**config.mk**
```make
export PLATFORM = sky130hd
export DESIGN_NAME = csf_fiber_walker_flat
export DESIGN_NICKNAME = d
export VERILOG_FILES = /design/src/rtl/csf_fiber_walker_if.sv /design/src/rtl/csf_fiber_walker.sv /design/src/flat_wrapper.sv
export SDC_FILE = /design/constraint.sdc
export NUM_CORES = 1
export LEC_CHECK = 0
export BUFFER_PORTS_ARGS = -buffer_cell sky130_fd_sc_hd__buf_4
export CORE_ASPECT_RATIO = 1.4
export CORE_MARGIN = 4
export CORE_UTILIZATION = 61
export CTS_CLUSTER_DIAMETER = 120
export CTS_CLUSTER_SIZE = 12
export DETAILED_ROUTE_END_ITERATION = 10
export PLACE_DENSITY = 0.95
export SETUP_SLACK_MARGIN = 0.3
export SLEW_MARGIN = 0
export SYNTH_ARGS = -nofsm -noshare
export SYNTH_HDL_FRONTEND = slang
export SYNTH_SLANG_ARGS = --single-unit
```
**constraint.sdc**
```tcl
create_clock -name clk -period 5.4 [get_ports clk]
set_input_delay 0.54 -clock clk [delete_from_list [all_inputs] [get_ports clk]]
set_output_delay 0.54 -clock clk [all_outputs]
set_load 0.005 [all_outputs]
```
**src/rtl/csf_fiber_walker_if.sv**
```systemverilog
// Memory-read and token-stream bundle between the CSF fiber walker and its
// pointer/coordinate memories plus the downstream coordinate decoder.
interface csf_fiber_walker_if #(
  parameter int MEMORY_ADDRESS_SIZE = 10,
  parameter int INDEX_SIZE          = 8
);
  logic                           ptr_rd_en;
  logic [INDEX_SIZE:0]            ptr_rd_addr;
  logic [MEMORY_ADDRESS_SIZE:0]   ptr_rd_data;
  logic                           crd_rd_en;
  logic [MEMORY_ADDRESS_SIZE-1:0] crd_rd_addr;
  logic [INDEX_SIZE-1:0]          crd_j_data;
  logic [INDEX_SIZE-1:0]          crd_k_data;
  logic [MEMORY_ADDRESS_SIZE-1:0] nnz_addr;
  logic [INDEX_SIZE-1:0]          i_or_j;
  logic [INDEX_SIZE-1:0]          k;
  logic                           out_valid;
  logic                           out_ready;

  // Token handshake: a token transfers on a rising edge where out_valid and
  // out_ready are both high; once out_valid rises, the token stays unchanged
  // until that transfer, and out_valid never drops without one.
  modport master (
    output ptr_rd_en, ptr_rd_addr, input ptr_rd_data,
    output crd_rd_en, crd_rd_addr, input crd_j_data, crd_k_data,
    output nnz_addr, i_or_j, k, out_valid, input out_ready
  );

  modport slave (
    input ptr_rd_en, ptr_rd_addr, output ptr_rd_data,
    input crd_rd_en, crd_rd_addr, output crd_j_data, crd_k_data,
    input nnz_addr, i_or_j, k, out_valid, output out_ready
  );
endinterface

```
**src/rtl/csf_fiber_walker.sv**
```systemverilog
// Walks a CSR fiber (row pointers + coordinates) and emits header/entry tokens
// for the tensaurus coordinate decoder.
module csf_fiber_walker #(
  parameter int MEMORY_ADDRESS_SIZE = 10,
  parameter int INDEX_SIZE          = 8
) (
  input  logic                  clk,
  input  logic                  rst,
  input  logic                  start,
  input  logic [INDEX_SIZE-1:0] num_rows,
  output logic                  busy,
  output logic                  done,
  output logic                  err_ovf,
  output logic [2:0]            o_dbg_state,
  csf_fiber_walker_if.master    bus
);
  localparam int M = MEMORY_ADDRESS_SIZE;
  localparam int N = INDEX_SIZE;

  typedef enum logic [2:0] {
    IDLE    = 3'd0,
    PTR_LO  = 3'd1,
    PTR_HI  = 3'd2,
    PTR_CAP = 3'd3,
    HDR     = 3'd4,
    ENT_RD  = 3'd5,
    ENT_OUT = 3'd6,
    DONE    = 3'd7
  } state_t;

  state_t         r_state;
  logic [N-1:0]   r_num_rows;
  logic [N:0]     r_i;
  logic [M:0]     r_lo;
  logic [M-1:0]   r_hi;
  logic [M-1:0]   r_p;
  logic           r_busy;
  logic           r_done;
  logic           r_err;
  logic           r_ptr_rd_en;
  logic [N:0]     r_ptr_rd_addr;
  logic           r_crd_rd_en;
  logic [M-1:0]   r_crd_rd_addr;
  logic [M-1:0]   r_nnz;
  logic [N-1:0]   r_ij;
  logic [N-1:0]   r_k;
  logic           r_valid;

  logic [N:0]     w_i_next;
  logic [M-1:0]   w_p_next;
  logic           w_last_row;
  logic           w_accept;

  assign w_i_next   = r_i + 1'b1;
  assign w_p_next   = r_p + 1'b1;
  assign w_last_row = (w_i_next == {1'b0, r_num_rows});
  assign w_accept   = r_valid & bus.out_ready;

  // The coordinate read for an entry is issued one cycle early (alongside the
  // header or the previous entry) so its data is already on the bus in ENT_RD.
  // A stalled token never re-reads; the memory output holds between reads.
  always_ff @(posedge clk) begin
    if (rst) begin
      r_state       <= IDLE;
      r_num_rows    <= '0;
      r_i           <= '0;
      r_lo          <= '0;
      r_hi          <= '0;
      r_p           <= '0;
      r_busy        <= 1'b0;
      r_done        <= 1'b0;
      r_err         <= 1'b0;
      r_ptr_rd_en   <= 1'b0;
      r_ptr_rd_addr <= '0;
      r_crd_rd_en   <= 1'b0;
      r_crd_rd_addr <= '0;
      r_nnz         <= '0;
      r_ij          <= '0;
      r_k           <= '0;
      r_valid       <= 1'b0;
    end else begin
      r_ptr_rd_en <= 1'b0;
      r_crd_rd_en <= 1'b0;
      case (r_state)
        IDLE, DONE: begin
          if (start) begin
            r_num_rows <= num_rows;
            r_i        <= '0;
            r_ij       <= '0;
            r_err      <= 1'b0;
            if (num_rows == '0) begin
              r_state <= DONE;
              r_busy  <= 1'b0;
              r_done  <= 1'b1;
            end else begin
              r_state       <= PTR_LO;
              r_busy        <= 1'b1;
              r_done        <= 1'b0;
              r_ptr_rd_en   <= 1'b1;
              r_ptr_rd_addr <= '0;
            end
          end
        end
        PTR_LO: begin
          r_ptr_rd_en   <= 1'b1;
          r_ptr_rd_addr <= w_i_next;
          r_state       <= PTR_HI;
        end
        PTR_HI: begin
          r_lo    <= bus.ptr_rd_data;
          r_state <= PTR_CAP;
        end
        PTR_CAP: begin
          if (bus.ptr_rd_data[M]) begin
            r_err   <= 1'b1;
            r_busy  <= 1'b0;
            r_done  <= 1'b1;
            r_state <= DONE;
          end else if (bus.ptr_rd_data == r_lo) begin
            r_i  <= w_i_next;
            r_ij <= w_i_next[N-1:0];
            if (w_last_row) begin
              r_state <= DONE;
              r_busy  <= 1'b0;
              r_done  <= 1'b1;
            end else begin
              r_state       <= PTR_LO;
              r_ptr_rd_en   <= 1'b1;
              r_ptr_rd_addr <= w_i_next;
            end
          end else begin
            r_hi          <= bus.ptr_rd_data[M-1:0];
            r_p           <= r_lo[M-1:0];
            r_crd_rd_en   <= 1'b1;
            r_crd_rd_addr <= r_lo[M-1:0];
            r_nnz         <= '0;
            r_ij          <= r_i[N-1:0];
            r_k           <= '0;
            r_valid       <= 1'b1;
            r_state       <= HDR;
          end
        end
        HDR: begin
          if (w_accept) begin
            r_valid <= 1'b0;
            r_state <= ENT_RD;
          end
        end
        ENT_RD: begin
          r_nnz   <= w_p_next;
          r_ij    <= bus.crd_j_data;
          r_k     <= bus.crd_k_data;
          r_valid <= 1'b1;
          if (w_p_next != r_hi) begin
            r_crd_rd_en   <= 1'b1;
            r_crd_rd_addr <= w_p_next;
          end
          r_state <= ENT_OUT;
        end
        ENT_OUT: begin
          if (w_accept) begin
            r_valid <= 1'b0;
            r_nnz   <= '0;
            r_k     <= '0;
            r_ij    <= r_i[N-1:0];
            r_p     <= w_p_next;
            if (w_p_next != r_hi) begin
              r_state <= ENT_RD;
            end else begin
              r_i  <= w_i_next;
              r_ij <= w_i_next[N-1:0];
              if (w_last_row) begin
                r_state <= DONE;
                r_busy  <= 1'b0;
                r_done  <= 1'b1;
              end else begin
                r_state       <= PTR_LO;
                r_ptr_rd_en   <= 1'b1;
                r_ptr_rd_addr <= w_i_next;
              end
            end
          end
        end
        default: r_state <= IDLE;
      endcase
    end
  end

  assign busy            = r_busy;
  assign done            = r_done;
  assign err_ovf         = r_err;
  assign o_dbg_state     = r_state;
  assign bus.ptr_rd_en   = r_ptr_rd_en;
  assign bus.ptr_rd_addr = r_ptr_rd_addr;
  assign bus.crd_rd_en   = r_crd_rd_en;
  assign bus.crd_rd_addr = r_crd_rd_addr;
  assign bus.nnz_addr    = r_nnz;
  assign bus.i_or_j      = r_ij;
  assign bus.k           = r_k;
  assign bus.out_valid   = r_valid;
endmodule

```
**src/flat_wrapper.sv**
```systemverilog
// flat-port wrapper written by rule: the top's interface ports become plain ports
module csf_fiber_walker_flat 
#(
  parameter int MEMORY_ADDRESS_SIZE = 10,
  parameter int INDEX_SIZE          = 8
)
  (clk, rst, start, num_rows, busy, done, err_ovf, o_dbg_state, bus_ptr_rd_en, bus_ptr_rd_addr, bus_ptr_rd_data, bus_crd_rd_en, bus_crd_rd_addr, bus_crd_j_data, bus_crd_k_data, bus_nnz_addr, bus_i_or_j, bus_k, bus_out_valid, bus_out_ready);
  csf_fiber_walker_if #(.MEMORY_ADDRESS_SIZE(MEMORY_ADDRESS_SIZE), .INDEX_SIZE(INDEX_SIZE)) bus_i ();
  input  logic clk;
  input  logic rst;
  input  logic start;
  input  logic [INDEX_SIZE-1:0] num_rows;
  output logic busy;
  output logic done;
  output logic err_ovf;
  output logic [2:0] o_dbg_state;
  output wire logic [$bits(bus_i.ptr_rd_en)-1:0] bus_ptr_rd_en;
  output wire logic [$bits(bus_i.ptr_rd_addr)-1:0] bus_ptr_rd_addr;
  input wire logic [$bits(bus_i.ptr_rd_data)-1:0] bus_ptr_rd_data;
  output wire logic [$bits(bus_i.crd_rd_en)-1:0] bus_crd_rd_en;
  output wire logic [$bits(bus_i.crd_rd_addr)-1:0] bus_crd_rd_addr;
  input wire logic [$bits(bus_i.crd_j_data)-1:0] bus_crd_j_data;
  input wire logic [$bits(bus_i.crd_k_data)-1:0] bus_crd_k_data;
  output wire logic [$bits(bus_i.nnz_addr)-1:0] bus_nnz_addr;
  output wire logic [$bits(bus_i.i_or_j)-1:0] bus_i_or_j;
  output wire logic [$bits(bus_i.k)-1:0] bus_k;
  output wire logic [$bits(bus_i.out_valid)-1:0] bus_out_valid;
  input wire logic [$bits(bus_i.out_ready)-1:0] bus_out_ready;
  assign bus_ptr_rd_en = bus_i.ptr_rd_en;
  assign bus_ptr_rd_addr = bus_i.ptr_rd_addr;
  assign bus_i.ptr_rd_data = bus_ptr_rd_data;
  assign bus_crd_rd_en = bus_i.crd_rd_en;
  assign bus_crd_rd_addr = bus_i.crd_rd_addr;
  assign bus_i.crd_j_data = bus_crd_j_data;
  assign bus_i.crd_k_data = bus_crd_k_data;
  assign bus_nnz_addr = bus_i.nnz_addr;
  assign bus_i_or_j = bus_i.i_or_j;
  assign bus_k = bus_i.k;
  assign bus_out_valid = bus_i.out_valid;
  assign bus_i.out_ready = bus_out_ready;
  csf_fiber_walker #(.MEMORY_ADDRESS_SIZE(MEMORY_ADDRESS_SIZE), .INDEX_SIZE(INDEX_SIZE)) u_core (.clk(clk), .rst(rst), .start(start), .num_rows(num_rows), .busy(busy), .done(done), .err_ovf(err_ovf), .o_dbg_state(o_dbg_state), .bus(bus_i));
endmodule
```
Word-level counts from Yosys, hierarchy flattened
Index checks and enable logic that the tools add are counted.
- $add $sub $neg: 2
- $mul: 0
- div/mod/pow operators: 0
- $lt $le $gt $ge: 0
- eq/ne operators: 22
- shift operators: 0
- muxes and demuxes: 77
- bitwise gates (word level): 3
- reduce and logical (&&, ||, !) cells: 24
- operator list (operator ; count):
    2-to-1 mux 9 bit ; 12
    2-to-1 mux 10 bit ; 7
    2-to-1 mux 8 bit ; 8
    case mux 10 bit (2 select lines) ; 2
    case mux 9 bit (4 select lines) ; 1
    case mux 8 bit (4 select lines) ; 1
    case mux 10 bit (3 select lines) ; 1
    2-to-1 mux 1 bit ; 28
    case mux 9 bit (3 select lines) ; 1
    2-to-1 mux 3 bit ; 8
    case mux 8 bit (3 select lines) ; 1
    case mux 3 bit (7 select lines) ; 1
    AND reduction 4 bit ; 5
    equality test 3 bit, second input constant ; 4
    != test 2 bit, second input constant ; 6
    equality test 11 bit ; 1
    adder 10 x 1 -> 10 bit, second input constant ; 1
    != test 10 bit ; 1
    != test 2 x 1 -> 1 bit, second input constant ; 5
    adder 9 x 1 -> 9 bit, second input constant ; 1
    equality test 9 x 8 -> 1 bit ; 1
    case mux 1 bit (3 select lines) ; 3
    AND reduction 3 bit ; 3
    nonzero test 3 bit ; 3
    16 further kinds ; 23
- register bits: 102
- bits in latches: 0
- RAM bits: 0
- memory bits (read-only): 0
- input port bits: 39
- output and inout bits: 54
- word-level logic and storage cells: 145
- memories kept: 0

Longest topological paths before layout
- depth in word-level cells: 6
- gate-level depth with buffers: 11
- mapped depth without buffers: 9

Worst setup path after synthesis
OpenSTA, ideal clock, no wires.
- path kind: register to register
- from: register u_core.r_p[1]
- to: register u_core.r_ij[3] (netlist: u_core.bus.i_or_j[3])
- setup time: 120 ps
- arrival time: 2532 ps
- required time: 5280 ps
- path slack: 2749 ps
- stages on the path, launching flop included: 10
- path buffers: 1
- clock period less this slack: 2651 ps
- cell sequence: dfxtp_1 > ha_1 > nand4_1 > o21a_1 > or3_1 > or4_4 > a21oi_2 > buf_4 > a21boi_1 > o31a_1
- longest elaborated chain between the ends: 5
- RTL lines (element ; RTL line ; text):
    start, declared ; csf_fiber_walker.sv:36 ; logic [M-1:0] r_p;
    start signal, assigned ; csf_fiber_walker.sv:133 ; r_p <= r_lo[M-1:0];
    start signal, assigned ; csf_fiber_walker.sv:166 ; r_p <= w_p_next;
    adder 10 x 1 -> 10 bit ; csf_fiber_walker.sv:55 ; assign w_p_next = r_p + 1'b1;
    != test 10 bit ; csf_fiber_walker.sv:167 ; if (w_p_next != r_hi) begin
    2-to-1 mux 8 bit ; csf_fiber_walker.sv:167 ;
    2-to-1 mux 8 bit ; csf_fiber_walker.sv:161 ; if (w_accept) begin
    case mux 8 bit (4 select lines) ; csf_fiber_walker.sv:84 ; case (r_state)
    end signal, assigned ; csf_fiber_walker.sv:151 ; r_ij <= bus.crd_j_data;
    end signal, assigned ; csf_fiber_walker.sv:165 ; r_ij <= r_i[N-1:0];
    end signal, assigned ; csf_fiber_walker.sv:171 ; r_ij <= w_i_next[N-1:0];
    end, declared ; csf_fiber_walker.sv:45 ; logic [N-1:0] r_ij;
Every way passes these cells. The select of a mux whose other input is x is not followed.
A chain may end at the register's enable or synchronous reset.

Final worst setup path
- from: register u_core.r_p[3]
- to: register u_core.r_ptr_rd_addr[7] (netlist: u_core.bus.ptr_rd_addr[7])
- longest elaborated chain between the ends: 4
- RTL lines (element ; RTL line ; text):
    adder 10 x 1 -> 10 bit ; csf_fiber_walker.sv:55 ;
    != test 10 bit ; csf_fiber_walker.sv:167 ;
    != test 2 bit (no source line) ; - ;
    AND reduction 7 bit (no source line) ; - ;
    end signal, assigned ; csf_fiber_walker.sv:106 ; r_ptr_rd_addr <= w_i_next;
    end signal, assigned ; csf_fiber_walker.sv:129 ; r_ptr_rd_addr <= w_i_next;
    end signal, assigned ; csf_fiber_walker.sv:179 ; r_ptr_rd_addr <= w_i_next;
    end, declared ; csf_fiber_walker.sv:41 ; logic [N:0] r_ptr_rd_addr;
Every way passes these cells.

==> impl_metrics.py <==
metrics = {
    "status": {
        "status": "finished clean",
    },
    "worst_setup_path": {
        "crit_arrival_ns": 4.10,
        "path_delay_family": "simple AND/OR/NAND/NOR gates",
        "cp_max_fo": 12,
        "crit_type": "reg2reg",
        "path_cells": "nand3_1, or3_1, nand3_1, a32oi_1, or4_4, a21oi_2, nand4_1, mux2i_1",
        "cp_num_buf_inv": 0,
        "crit_path_end_kind": "flip-flop",
        "cp_slowest_cell": "nand4_1",
        "required_ns": 5.66,
        "cpMostUsedCell": "nand3_1",
        "slowest_delay_ns": 0.68,
        "cp-start-kind": "flip-flop",
    },
    "sta": {
        "max_freq_mhz": 260.9,
        "worst_slew_pin_slew_ns": 1.153,
        "timing.final.ws_setup_ns": 1.567,
        "slew_headroom_pct": 22.98,
        "fin_crit_sh_pct": 70.98,
        "min_period_ns": 3.833,
        "setup-violations-final": 0,
        "drv_slew": 0,
        "clock_skew_ns": 0.007458,
        "tns_ns": 0,
        "finalHoldViolCount": 0,
        "rsz0062_at_grt": "false",
    },
    "placement": {
        "dp_hpwl_mm": 11.86,
        "post-place-cells": 853,
        "placed_area_mm2": 0.006117,
        "io_buffers": 92,
        "place_ws_ns": 1.663,
        "place.gp.congestion": 0.9272,
    },
    "clock_tree": {
        "holdBufCountCts": 0,
        "htreeDepth": 3,
        "clk_pin_slew_ns": 0.07,
        "cts_buffers": 9,
        "post_cts_resized": 0,
        "post_cts.repair.setup_buffers": 0,
        "cts_sinks": 102,
        "insertion_delay_ns": 0.35,
        "tritoncts": "built",
        "root_buffer": "clkbuf_16",
        "cts_buffer_depth": 2,
    },
    "detailed_routing": {
        "viasPerCell": 6.245,
        "routed_wl_mm": 16.28,
        "ant_nets": 0,
        "drt_iter0_drc": 348,
        "vias": 5427,
        "drc": 0,
        "routedWlPerCell_um": 18.74,
        "firstDrtPassIters": 5,
    },
    "logic_synthesis": {
        "async_reset_ff_share_pct": 0,
        "synth.distinct_cells": 64,
        "synth_ff_type": "dfxtp_1",
        "synth-edff-count": 0,
        "syn_inst": 700,
        "ys_seq_area_share_pct": 37.44,
        "synth-seq-cells": 102,
        "synth.yosys.warnings": 0,
        "syn_nets": 741,
        "syn_avg_cell_area_um2": 7.791,
        "syn_area_mm2": 0.005454,
    },
    "final_layout": {
        "area_growth_pct": 17.46,
        "fin_cells": 869,
        "antenna_cells": 0,
        "fillers": 688,
        "layout_commonest_cell": "dfxtp_1",
        "utilization_pct": 73.99,
        "nets": 800,
        "drive_gt1_share_pct": 17.41,
        "layout_common_cells": "102 x dfxtp_1, 98 x nand2_1, 96 x buf_4",
        "fin_area_mm2": 0.006406,
    },
    "power": {
        "irDropWorstVdd_mv": 0.2509,
        "p_per_area_mw_per_mm2": 381.9,
        "p_leak_nw": 2.528,
        "p_switching_w": 0.0009669,
        "p_comb_share_pct": 35.1,
        "power_frac_seq_pct": 39.1,
        "p_clk_share_pct": 25.8,
        "p_int_w": 0.001479,
        "swShare_pct": 39.52,
    },
    "hold_path": {
        "hp-class": "in2reg",
    },
    "die": {
        "die_y_um": 119.9,
        "row_count": 40,
        "dieWidth_um": 87.92,
        "start_util_pct": 62.99,
        "ios": 93,
        "die_area_mm2": 0.01054,
        "core_mm2": 0.008658,
    },
    "global_routing": {
        "grt_max_degree": 107,
        "grt_pass1_vias": 5332,
        "grt_usage_pct": 31.61,
        "antenna_found_initial": 0,
        "grt_pass1_wl_mm": 26.10,
        "grt_overflow": 0,
    },
    "flow_run": {
        "cap_viol_max_count": 0,
    },
}
-- power by group through the flow --
stage	sequential, W	combinational (W)	clock (W)
global route	0.000970	0.000931	0.000670
finish	0.000957	0.000858	0.000631
detailed placement	0.000969	0.000836	0
CTS	0.000953	0.000845	0.000640
floorplan	0.000901	0.000627	0
global placement	0.000968	0.000811	0
-- through the flow --
step | total power (W) | hold slack, ns
final | 0.002446 | 0.4402
after global routing | 0.002570 | 0.4530
after CTS | 0.002438 | 0.4390
after detailed placement | 0.001805 | 0.4450
after global placement | 0.001779 | 0.4428
after floorplan | 0.001528 | 0.4482
-- metal layers --
layer | GRT usage, % | routed length (um) | up-vias
met5 | 0 | 0 | -
met4 | 23.13 | 1152 | 0
met3 | 6.113 | 1050 | 79
met2 | 54.67 | 8464 | 252
met1 | 32.89 | 5613 | 2525
li1 | - | - | 2571
-- sequential cells by signal (all words and copies together), names as in the netlist, 9 cells and up --
signal / flops
u_core.r_lo: 11
u_core.bus.crd_rd_addr: 10
u_core.bus.nnz_addr: 10
u_core.r_hi: 10
u_core.r_p: 10
u_core.bus.ptr_rd_addr: 9
u_core.r_i: 9
-- worst paths after layout --
| path | from | to | slack, ns | cells after the start |
|---|---|---|---|---|
| hold reg to reg | u_core.bus.crd_rd_addr[9]$_SDFFE_PP0P_ | u_core.bus.crd_rd_addr[9]$_SDFFE_PP0P_ | 0.46 | 2 |
| setup / recovery | u_core.r_p[3]$_SDFFE_PP0P_ | u_core.bus.ptr_rd_addr[7]$_SDFFE_PP0P_ | 1.57 | 8 |
| hold / removal | bus_crd_k_data[0] | u_core.bus.k[0]$_SDFFE_PP0P_ | 0.44 | 3 |
| setup reg to reg | u_core.r_p[3]$_SDFFE_PP0P_ | u_core.bus.ptr_rd_addr[7]$_SDFFE_PP0P_ | 1.57 | 8 |
-- area by class of cell --
| class | count | area, um^2 | area share, % |
|---|---|---|---|
| clock buffers | 9 | 225.2 | 3.516 |
| clock inverters | 7 | 63.81 | 0.9961 |
| repair buffers | 96 | 720.7 | 11.25 |
| inverters | 9 | 33.78 | 0.5273 |
| well taps | 105 | 131.4 | 2.051 |
| multi-input cells | 541 | 3189 | 49.79 |
| flip-flops and latches | 102 | 2042 | 31.88 |
-- synth_stat cells (3+ instances only) --
cell | instances | share of area, %
nand2_1 | 98 | 6.7
a211oi_1 | 4 | 0.55
nand2b_1 | 18 | 2.1
nand3_1 | 15 | 1.4
nand4_1 | 7 | 0.80
buf_2 | 8 | 0.73
o31ai_1 | 3 | 0.41
and4_1 | 3 | 0.48
mux2i_1 | 29 | 5.3
o21ai_1 | 3 | 0.28
and3_1 | 4 | 0.46
xor2_1 | 24 | 3.9
o22ai_1 | 3 | 0.34
clkbuf_1 | 37 | 2.5
nor2_1 | 88 | 6.1
or2_2 | 10 | 1.1
a22oi_1 | 12 | 1.7
o21a_1 | 4 | 0.55
dfxtp_1 | 102 | 37
a21oi_1 | 76 | 7.0
o21ai_0 | 13 | 1.2
nor4_1 | 10 | 1.1
inv_1 | 9 | 0.62
xnor2_1 | 21 | 3.4
a311oi_1 | 4 | 0.64
a31oi_1 | 10 | 1.1
nor2b_1 | 5 | 0.57
or3_1 | 9 | 1.0
and2_1 | 3 | 0.34
o211ai_1 | 3 | 0.41
nor3_1 | 16 | 1.5
nand3b_1 | 3 | 0.41
-- worst reg2reg max path: stages (launching register included) --
cell     delay [ns]
dfxtp_1        0.46
nand3_1        0.39
or3_1          0.53
nand3_1        0.11
a32oi_1        0.14
or4_4          0.62
a21oi_2        0.47
nand4_1        0.68
mux2i_1        0.34
-- cells by family after synthesis --
kind of cell / after synthesis / share of synthesized area, %
flops: 102 / 37.44
xor+xnor: 46 / 7.639
compound gates: 162 / 18.47
simple gates: 301 / 26.29
fa+ha+maj: 2 / 0.4587
buf+inv: 57 / 4.175
mux: 30 / 5.529
No activity file was read; power rests on OpenSTA's default activity.
